===== config.mk =====
export PLATFORM = sky130hd
export DESIGN_NAME = protection_sched
export DESIGN_NICKNAME = d
export VERILOG_FILES = /design/src/rtl/protection_pkg.sv /design/src/rtl/rr_arb2.sv /design/src/rtl/protection_sched.sv
export SDC_FILE = /design/constraint.sdc
export NUM_CORES = 1
export LEC_CHECK = 0
export CAP_MARGIN = 5
export CORE_MARGIN = 10
export CORE_UTILIZATION = 30
export DETAILED_ROUTE_END_ITERATION = 10
export PLACE_DENSITY_LB_ADDON = 0.3
export SYNTH_ARGS = -nofsm -noshare
export SYNTH_HDL_FRONTEND = slang
export SYNTH_SLANG_ARGS = --single-unit

===== constraint.sdc =====
create_clock -name CLK -period 1.5 [get_ports CLK]
set_input_delay 0.225 -clock CLK [delete_from_list [all_inputs] [get_ports CLK]]
set_output_delay 0.225 -clock CLK [all_outputs]
set_load 0.005 [all_outputs]

===== src/rtl/protection_pkg.sv =====
// Shared types and constants for the protection cell sequencer.
package protection_pkg;

  localparam int unsigned SLW    = 3;          // slice width in bits
  localparam int unsigned NSLC   = 4;          // slices per frame
  localparam int unsigned PHASES = 4;          // cycles per slice
  localparam int unsigned FRW    = SLW * NSLC; // packed frame width (12)

  localparam logic [1:0] PH_LAST = 2'(PHASES - 1);
  localparam logic [1:0] SL_LAST = 2'(NSLC - 1);

  localparam logic [1:0] KEY_IDLE = 2'b00;
  localparam logic [1:0] KEY_RUN  = 2'b01;

  typedef enum logic [1:0] {
    IDLE,
    RUN,
    DONE
  } state_t;

endpackage


===== src/rtl/rr_arb2.sv =====
// Two-input round-robin arbiter with a registered last-served pointer.
module rr_arb2 (
  input  logic CLK,
  input  logic RST,
  input  logic EN,
  input  logic REQ_A,
  input  logic REQ_B,
  input  logic UPD,
  input  logic UPD_OWN,
  output logic GNT_A,
  output logic GNT_B
);

  logic last_b;

  // Last-served pointer; resets to B so that A wins the first tie.
  always_ff @(posedge CLK) begin
    if (RST) begin
      last_b <= 1'b1;
    end else if (UPD) begin
      last_b <= UPD_OWN;
    end
  end

  // A lone requester wins outright; a tie goes to whoever was not served last.
  always_comb begin
    GNT_A = 1'b0;
    GNT_B = 1'b0;
    if (EN) begin
      if (REQ_A && REQ_B) begin
        GNT_A = last_b;
        GNT_B = !last_b;
      end else begin
        GNT_A = REQ_A;
        GNT_B = REQ_B;
      end
    end
  end

endmodule


===== src/rtl/protection_sched.sv =====
// Sequencer/arbiter: accepts a word from A or B, feeds it to the protection
// cell one 3-bit slice per 4-cycle phase, then publishes the packed frame.
module protection_sched
  import protection_pkg::*;
(
  input  logic        CLK,
  input  logic        RST,
  input  logic        ENA,
  input  logic        REQ_A,
  input  logic [7:0]  RGA,
  output logic        GNT_A,
  input  logic        REQ_B,
  input  logic [7:0]  RGB,
  output logic        GNT_B,
  output logic [1:0]  KEY,
  output logic        SLD,
  output logic [2:0]  SLC,
  output logic [11:0] FRM,
  output logic        FRM_VLD,
  output logic        OWN,
  output logic [2:0]  CNT,
  output logic        BUSY
);

  state_t           state, nxt;
  logic [1:0]       phase;
  logic [1:0]       sidx;
  logic [FRW-1:0]   hold;
  logic [FRW-1:0]   frm_sr;
  logic [FRW-1:0]   frm_q;
  logic [2:0]       cnt;
  logic             own;
  logic             gnt_a, gnt_b;
  logic             arb_en, arb_upd;
  logic             sld;
  logic             frm_vld;
  logic [SLW-1:0]   slice;

  assign arb_en  = (state == IDLE) && ENA;
  assign arb_upd = (state == DONE) && ENA;
  assign slice   = hold[SLW*sidx +: SLW];

  rr_arb2 u_arb (
    .CLK     (CLK),
    .RST     (RST),
    .EN      (arb_en),
    .REQ_A   (REQ_A),
    .REQ_B   (REQ_B),
    .UPD     (arb_upd),
    .UPD_OWN (own),
    .GNT_A   (gnt_a),
    .GNT_B   (gnt_b)
  );

  // State register; ENA low freezes the sequencer.
  always_ff @(posedge CLK) begin
    if (RST) begin
      state <= IDLE;
    end else if (ENA) begin
      state <= nxt;
    end
  end

  // Next-state and strobe decode; strobes are gated by ENA so a stall emits nothing.
  always_comb begin
    nxt     = state;
    KEY     = KEY_IDLE;
    sld     = 1'b0;
    frm_vld = 1'b0;
    unique case (state)
      IDLE: begin
        if (gnt_a || gnt_b) nxt = RUN;
      end
      RUN: begin
        KEY = KEY_RUN;
        if (ENA && (phase == PH_LAST)) begin
          sld = 1'b1;
          if (sidx == SL_LAST) nxt = DONE;
        end
      end
      DONE: begin
        if (ENA) begin
          frm_vld = 1'b1;
          nxt     = IDLE;
        end
      end
      default: nxt = IDLE;
    endcase
  end

  // Datapath: capture on grant, shift slices during RUN, publish frame in DONE.
  always_ff @(posedge CLK) begin
    if (RST) begin
      phase  <= '0;
      sidx   <= '0;
      hold   <= '0;
      frm_sr <= '0;
      frm_q  <= '0;
      cnt    <= '0;
      own    <= 1'b0;
    end else if (ENA) begin
      unique case (state)
        IDLE: begin
          if (gnt_a || gnt_b) begin
            hold  <= {{(FRW-8){1'b0}}, (gnt_b ? RGB : RGA)};
            own   <= gnt_b;
            phase <= '0;
            sidx  <= '0;
          end
        end
        RUN: begin
          phase <= phase + 2'd1;
          if (sld) begin
            frm_sr <= {frm_sr[FRW-SLW-1:0], slice};
            sidx   <= sidx + 2'd1;
          end
        end
        DONE: begin
          frm_q <= frm_sr;
          cnt   <= cnt + 3'd1;
        end
        default: ;
      endcase
    end
  end

  // FRM shows the new frame in the same cycle as its FRM_VLD pulse, while the
  // registered copy (loaded at the end of DONE) keeps it stable afterwards.
  assign FRM     = frm_vld ? frm_sr : frm_q;
  assign FRM_VLD = frm_vld;
  assign SLD     = sld;
  assign SLC     = sld ? slice : '0;
  assign GNT_A   = gnt_a;
  assign GNT_B   = gnt_b;
  assign OWN     = own;
  assign CNT     = cnt;
  assign BUSY    = (state != IDLE);

endmodule


After elaboration in Yosys (flattened, before gate mapping)
Index checks and enable logic that the tools add are counted.
{"block": "classes", "n_addsub": 3, "n_mul": 1, "n_eq_ne": 8, "shifts": 1, "mux": 20, "n_reduce_logical": 15}
{"op": "two-way mux 12 bit", "count": 1}
{"op": "one-hot mux 2 bit (2 select lines)", "count": 3}
{"op": "indexed part select 12 x 5 -> 3 bit", "count": 1}
{"op": "two-way mux 2 bit", "count": 5}
{"op": "two-way mux 1 bit", "count": 9}
{"op": "AND reduction 3 bit", "count": 3}
{"op": "two-way mux 8 bit", "count": 1}
{"op": "AND reduction 4 bit", "count": 2}
{"op": "== test 2 bit (second input constant)", "count": 3}
{"op": "!= test 2 bit (second input constant)", "count": 3}
{"op": "adder 2 x 1 -> 2 bit (second input constant)", "count": 2}
{"op": "logical AND 1 bit", "count": 4}
{"op": "multiplier 2 x 2 -> 4 bit (first input constant)", "count": 1}
{"op": "nonzero test 2 bit", "count": 2}
{"op": "adder 3 x 1 -> 3 bit (second input constant)", "count": 1}
{"op": "two-way mux 3 bit", "count": 1}
{"op": "== test 2 x 1 -> 1 bit (second input constant)", "count": 1}
{"op": "zero test 2 bit", "count": 1}
{"op": "!= test 2 x 1 -> 1 bit (second input constant)", "count": 1}
{"op": "AND reduction 2 bit", "count": 1}
{"op": "zero test 1 bit", "count": 1}
{"op": "logical OR 1 bit", "count": 1}
{"block": "totals", "ff_bits": 43, "in_bits": 21}

Logic depth before layout (Yosys ltp)
{"block": "logic_depth", "depth_word": 6, "mapped_depth": 6}

Cells and area by module
From an unflattened synthesis, not the netlist that was laid out.
{"block": "unflattened", "cells_unflattened": 205, "area_unflattened_um2": 2000.7}
{"module": "protection_sched", "n_inst": 1, "cells_each": 196, "area_each_um2": 1939.4}
{"module": "rr_arb2", "n_inst": 1, "cells_each": 9, "area_each_um2": 61.3}

Worst setup path after synthesis
OpenSTA, ideal clock, no wires.
{"block": "synth_timing", "path_type": "reg-to-reg", "from": "register state[1]", "to": "register hold[0]", "setup_ns": 0.161, "arrival_time_ns": 1.262, "t_required_ns": 1.339, "setup_slack_ns": 0.077, "path_stages_with_launch": 5, "period_less_slack_ns": 1.423, "path_cell_list": "dfxtp_1 > buf_6 > or2_4 > a2111oi_4 > a222oi_1"}
{"block": "synth_between", "elab_chain_len": 5, "elab_cells_between_ends": 7}
{"element": "from (decl)", "line_no": "protection_sched.sv:25", "rtl": "state_t state, nxt;"}
{"element": "from (signal assigned)", "line_no": "protection_sched.sv:60", "rtl": "state <= nxt;"}
{"element": "zero test 2 bit", "line_no": "protection_sched.sv:39", "rtl": "assign arb_en = (state == IDLE) && ENA;"}
{"element": "logical AND 1 bit", "line_no": "protection_sched.sv:39"}
{"element": "two-way mux 1 bit", "line_no": "rr_arb2.sv:29", "rtl": "if (EN) begin"}
{"element": "net GNT_A", "line_no": "protection_sched.sv:11", "rtl": "output logic GNT_A,"}
{"element": "logical OR 1 bit", "line_no": "protection_sched.sv:104", "rtl": "if (gnt_a || gnt_b) begin"}
{"element": "AND reduction 3 bit (no source line)"}
{"element": "to (signal assigned)", "line_no": "protection_sched.sv:105", "rtl": "hold <= {{(FRW-8){1'b0}}, (gnt_b ? RGB : RGA)};"}
{"element": "to (decl)", "line_no": "protection_sched.sv:28", "rtl": "logic [FRW-1:0] hold;"}
The timed path passes the listed nets, and every way through them passes these cells.
A chain may end at the register's enable or synchronous reset.

Final worst setup path
{"block": "layout_timing", "from": "register phase[1]", "to": "output SLC[0]"}
{"block": "layout_between", "elab_chain_len": 5}
{"element": "from (decl)", "line_no": "protection_sched.sv:26", "rtl": "logic [1:0] phase;"}
{"element": "from (signal assigned)", "line_no": "protection_sched.sv:112", "rtl": "phase <= phase + 2'd1;"}
{"element": "== test 2 bit", "line_no": "protection_sched.sv:76", "rtl": "if (ENA && (phase == PH_LAST)) begin"}
{"element": "logical AND 1 bit", "line_no": "protection_sched.sv:76"}
{"element": "two-way mux 1 bit", "line_no": "protection_sched.sv:76"}
{"element": "two-way mux 1 bit", "line_no": "protection_sched.sv:70", "rtl": "unique case (state)"}
{"element": "two-way mux 3 bit", "line_no": "protection_sched.sv:132", "rtl": "assign SLC = sld ? slice : '0;"}
{"element": "to (decl)", "line_no": "protection_sched.sv:17", "rtl": "output logic [2:0] SLC,"}
No other way between the ends.

==> results.yml <==
outcome:
  run_status: "finished, violations left"
  violations: "negative setup slack"
critical_path:
  critical_path_required_ns: 1.27
  arrival_ns: 1.47
  worstSetupPathType: "reg2out"
  timing.critical_path.to_type: "output port"
  startpoint_type: "flip-flop"
  critPathMaxFanout: 3
place:
  io_buffers: 45
  detailedPlacementHpwl_um: 3370
  placed_cells_incl_taps: 343
  gp_congestion: 0.804
finish:
  n_fill_cell: 560
  stdcell_count: 364
  area.growth.synth_to_final_pct: 62.4
  final_util: 0.508
  final_nets: 312
  final_layout_size_suffix_gt1_frac: 0.422
  multi_input_comb_area_mm2: 0.00108
  final-seq-area_um2: 868
  n_antenna_cell: 0
synth:
  yosys.cell_types.count: 37
  post-synth-top-area-cell: "dfxtp_1"
  ys_top_cells_by_area: "dfxtp_1 46%, mux2_2 7.2%, nand2_1 5.8%, a21oi_1 4.5%, and2_1 4.3%"
  synth_seq_area_share: 0.457
  synth.ff_latch_count: 43
  synth-warning-count: 0
  syn_avg_cell_area_um2: 9.20
  postSynth.topFlopCell: "dfxtp_1"
  syn_nets: 229
  synth_commonest_cells: "43 x dfxtp_1, 29 x nand2_1, 21 x inv_1"
  async_reset_ff_frac: 0
  synth.cell_area_mm2: 0.00189
  synth_most_common_cell: "dfxtp_1"
  netlist_instances: 205
  yosysTopAreaCellShare: 0.457
  synth-edff-count: 0
job:
  max-cap-violations: 0
route:
  num_vias: 1664
  detail_route.drc_violations: 0
  route.final.wire_length_um: 4920
  antenna_violating_nets_post_route: 0
  detail_route.wl_per_cell_um: 13.5
  drt_first_pass_iters: 4
  drt-vias-per-instance: 4.57
  detail_route.iter0.violations: 127
floorplanning:
  ioPinCount: 47
  core-area_mm2: 0.00603
  die_area_mm2: 0.00986
  die_y_um: 99.3
  starting_utilization_of_the_core_area: 0.313
  die_w_um: 99.3
  floorplan.rows: 28
grt:
  grt_pass1_wl_um: 7800
  first_global_vias: 1593
  gr-total-overflow: 0
  pin_count_of_the_biggest_net_entering_global_routing: 19
  global_route.usage.total: 0.0959
  grt_antenna_before_repair: 0
clock_tree:
  ctsLongestPathBuffers: 2
  clkLatencyLatePin_ns: 0.30
  hold_buffers: 0
  ctsRootBufferMaster: "clkbuf_8"
  cts_tree: "built"
  cts_made_buffers: 5
  cts_num_sinks: 43
  cts.clk_slew.worst_paths_ns: 0.09
  clock_tree.htree_level_count: 2
sta:
  max_clock_freq_ghz: 0.591
  period_minus_slack_ns: 1.69
  finalMaxSlewViolations: 0
  whs_ns: 0.466
  report.final.hold_viol_count: 0
  final-setup-viol-count: 24
  finalClockSkew_ns: 0.00411
  rsz0062_at_grt: "true"
  timing.final.crit_share: 1.13
  setup_slack_ns: -0.192
pwr:
  power_leakage_nw: 1.46
  worst_ir_drop_vdd_uv: 457
  cellPowerDensity_mw_per_mm2: 720
worst_hold_path:
  worst_hold_path_type: "reg2reg"
metal layers:
layer | vias to the layer above | routed length, um | global-route usage
met3 | 5 | 300 | 0.0401
met2 | 46 | 2270 | 0.146
li1 | 860 | - | -
met5 | - | 0 | 0
met1 | 753 | 2300 | 0.119
met4 | 0 | 57 | 0.0309
worst paths after layout:
check	from	end	slack, ns	depth (start not counted)
min	frm_sr[9]	frm_sr[9]	0.47	2
min reg2reg	frm_sr[9]	frm_sr[9]	0.47	2
max	phase[1]	SLC[0]	-0.19	6
max reg2reg	state[0]	hold[6]	-0.07	7
worst max-delay path, cell delays in order, from the launching register on:
cell	delay, ns
dfxtp_2	0.36
ha_4	0.13
nand4b_1	0.13
buf_4	0.17
buf_6	0.12
a21oi_2	0.12
buf_2	0.13
kinds of logic after synthesis:
family | count (synthesis) | synth area share
AOI/OAI and AO/OA | 41 | 0.152
xor gates and xnor gates | 2 | 0.00929
adders and majority gates | 3 | 0.0199
buffers and inverters | 33 | 0.0796
DFF | 43 | 0.457
muxes | 17 | 0.0982
other | 1 | 0.00199
and+or+nand+nor | 65 | 0.182
layout make-up:
| class | count | area share |
|---|---|---|
| Clock buffer | 5 | 0.0225 |
| Clock inverter | 3 | 0.00776 |
| Inverter | 22 | 0.0278 |
| Multi-Input combinational cell | 129 | 0.353 |
| Sequential cell | 43 | 0.284 |
| Tap cell | 75 | 0.0306 |
| Timing Repair Buffer | 87 | 0.275 |
layout by cell type (no fill, tap or decap), types with 4 or more instances in the layout:
| cell type | instances |
|---|---|
| nor2_1 | 4 |
| mux2i_1 | 5 |
| mux2_4 | 12 |
| buf_4 | 32 |
| a222oi_1 | 8 |
| a21oi_1 | 5 |
| a21oi_2 | 11 |
| buf_6 | 19 |
| dfxtp_1 | 39 |
| clkbuf_8 | 5 |
| o21ai_0 | 4 |
| nand2_4 | 7 |
| and2_1 | 12 |
| inv_1 | 20 |
| nand2_1 | 19 |
| buf_2 | 5 |
| clkdlybuf4s50_1 | 23 |
flip-flops by register name (all words and copies together), names as in the netlist:
signal,cells
CNT,3
hold,8
state,2
OWN,1
u_arb.last_b,1
frm_q,12
phase,2
frm_sr,12
sidx,2
report_power, final:
part	leakage, nW	internal [mW]	total, mW	switching (mW)
Clock	0.0408	0.333	0.759	0.426
Combinational	1.07	0.155	0.262	0.107
Sequential	0.351	1.17	1.18	0.0149
Total	1.46	1.66	2.20	0.547
stage by stage:
| stage | instance area, um^2 | setup WS, ns | total power [mW] | setup TNS, ns |
|---|---|---|---|---|
| after detailed placement | 2610 | -0.596 | 1.45 | -17.10 |
| after global routing | 3060 | -0.268 | 2.32 | -5.46 |
| after floorplan | 1890 | 0.0772 | 1.31 | 0 |
| final | 3060 | -0.192 | 2.20 | -2.95 |
| after CTS | 2870 | -0.236 | 2.23 | -3.36 |
| after global placement | 2610 | -0.587 | 1.45 | -17.18 |
what timing repair did:
item | 4_1_cts | 5_1_grt
pin swaps | 6 | 11
setup buffers | 10 | 2
gates cloned | 1 | 1
resized for setup | 123 | 45
setup endpoints to repair | 29 | 44
(Power assumes the default switching activity.)
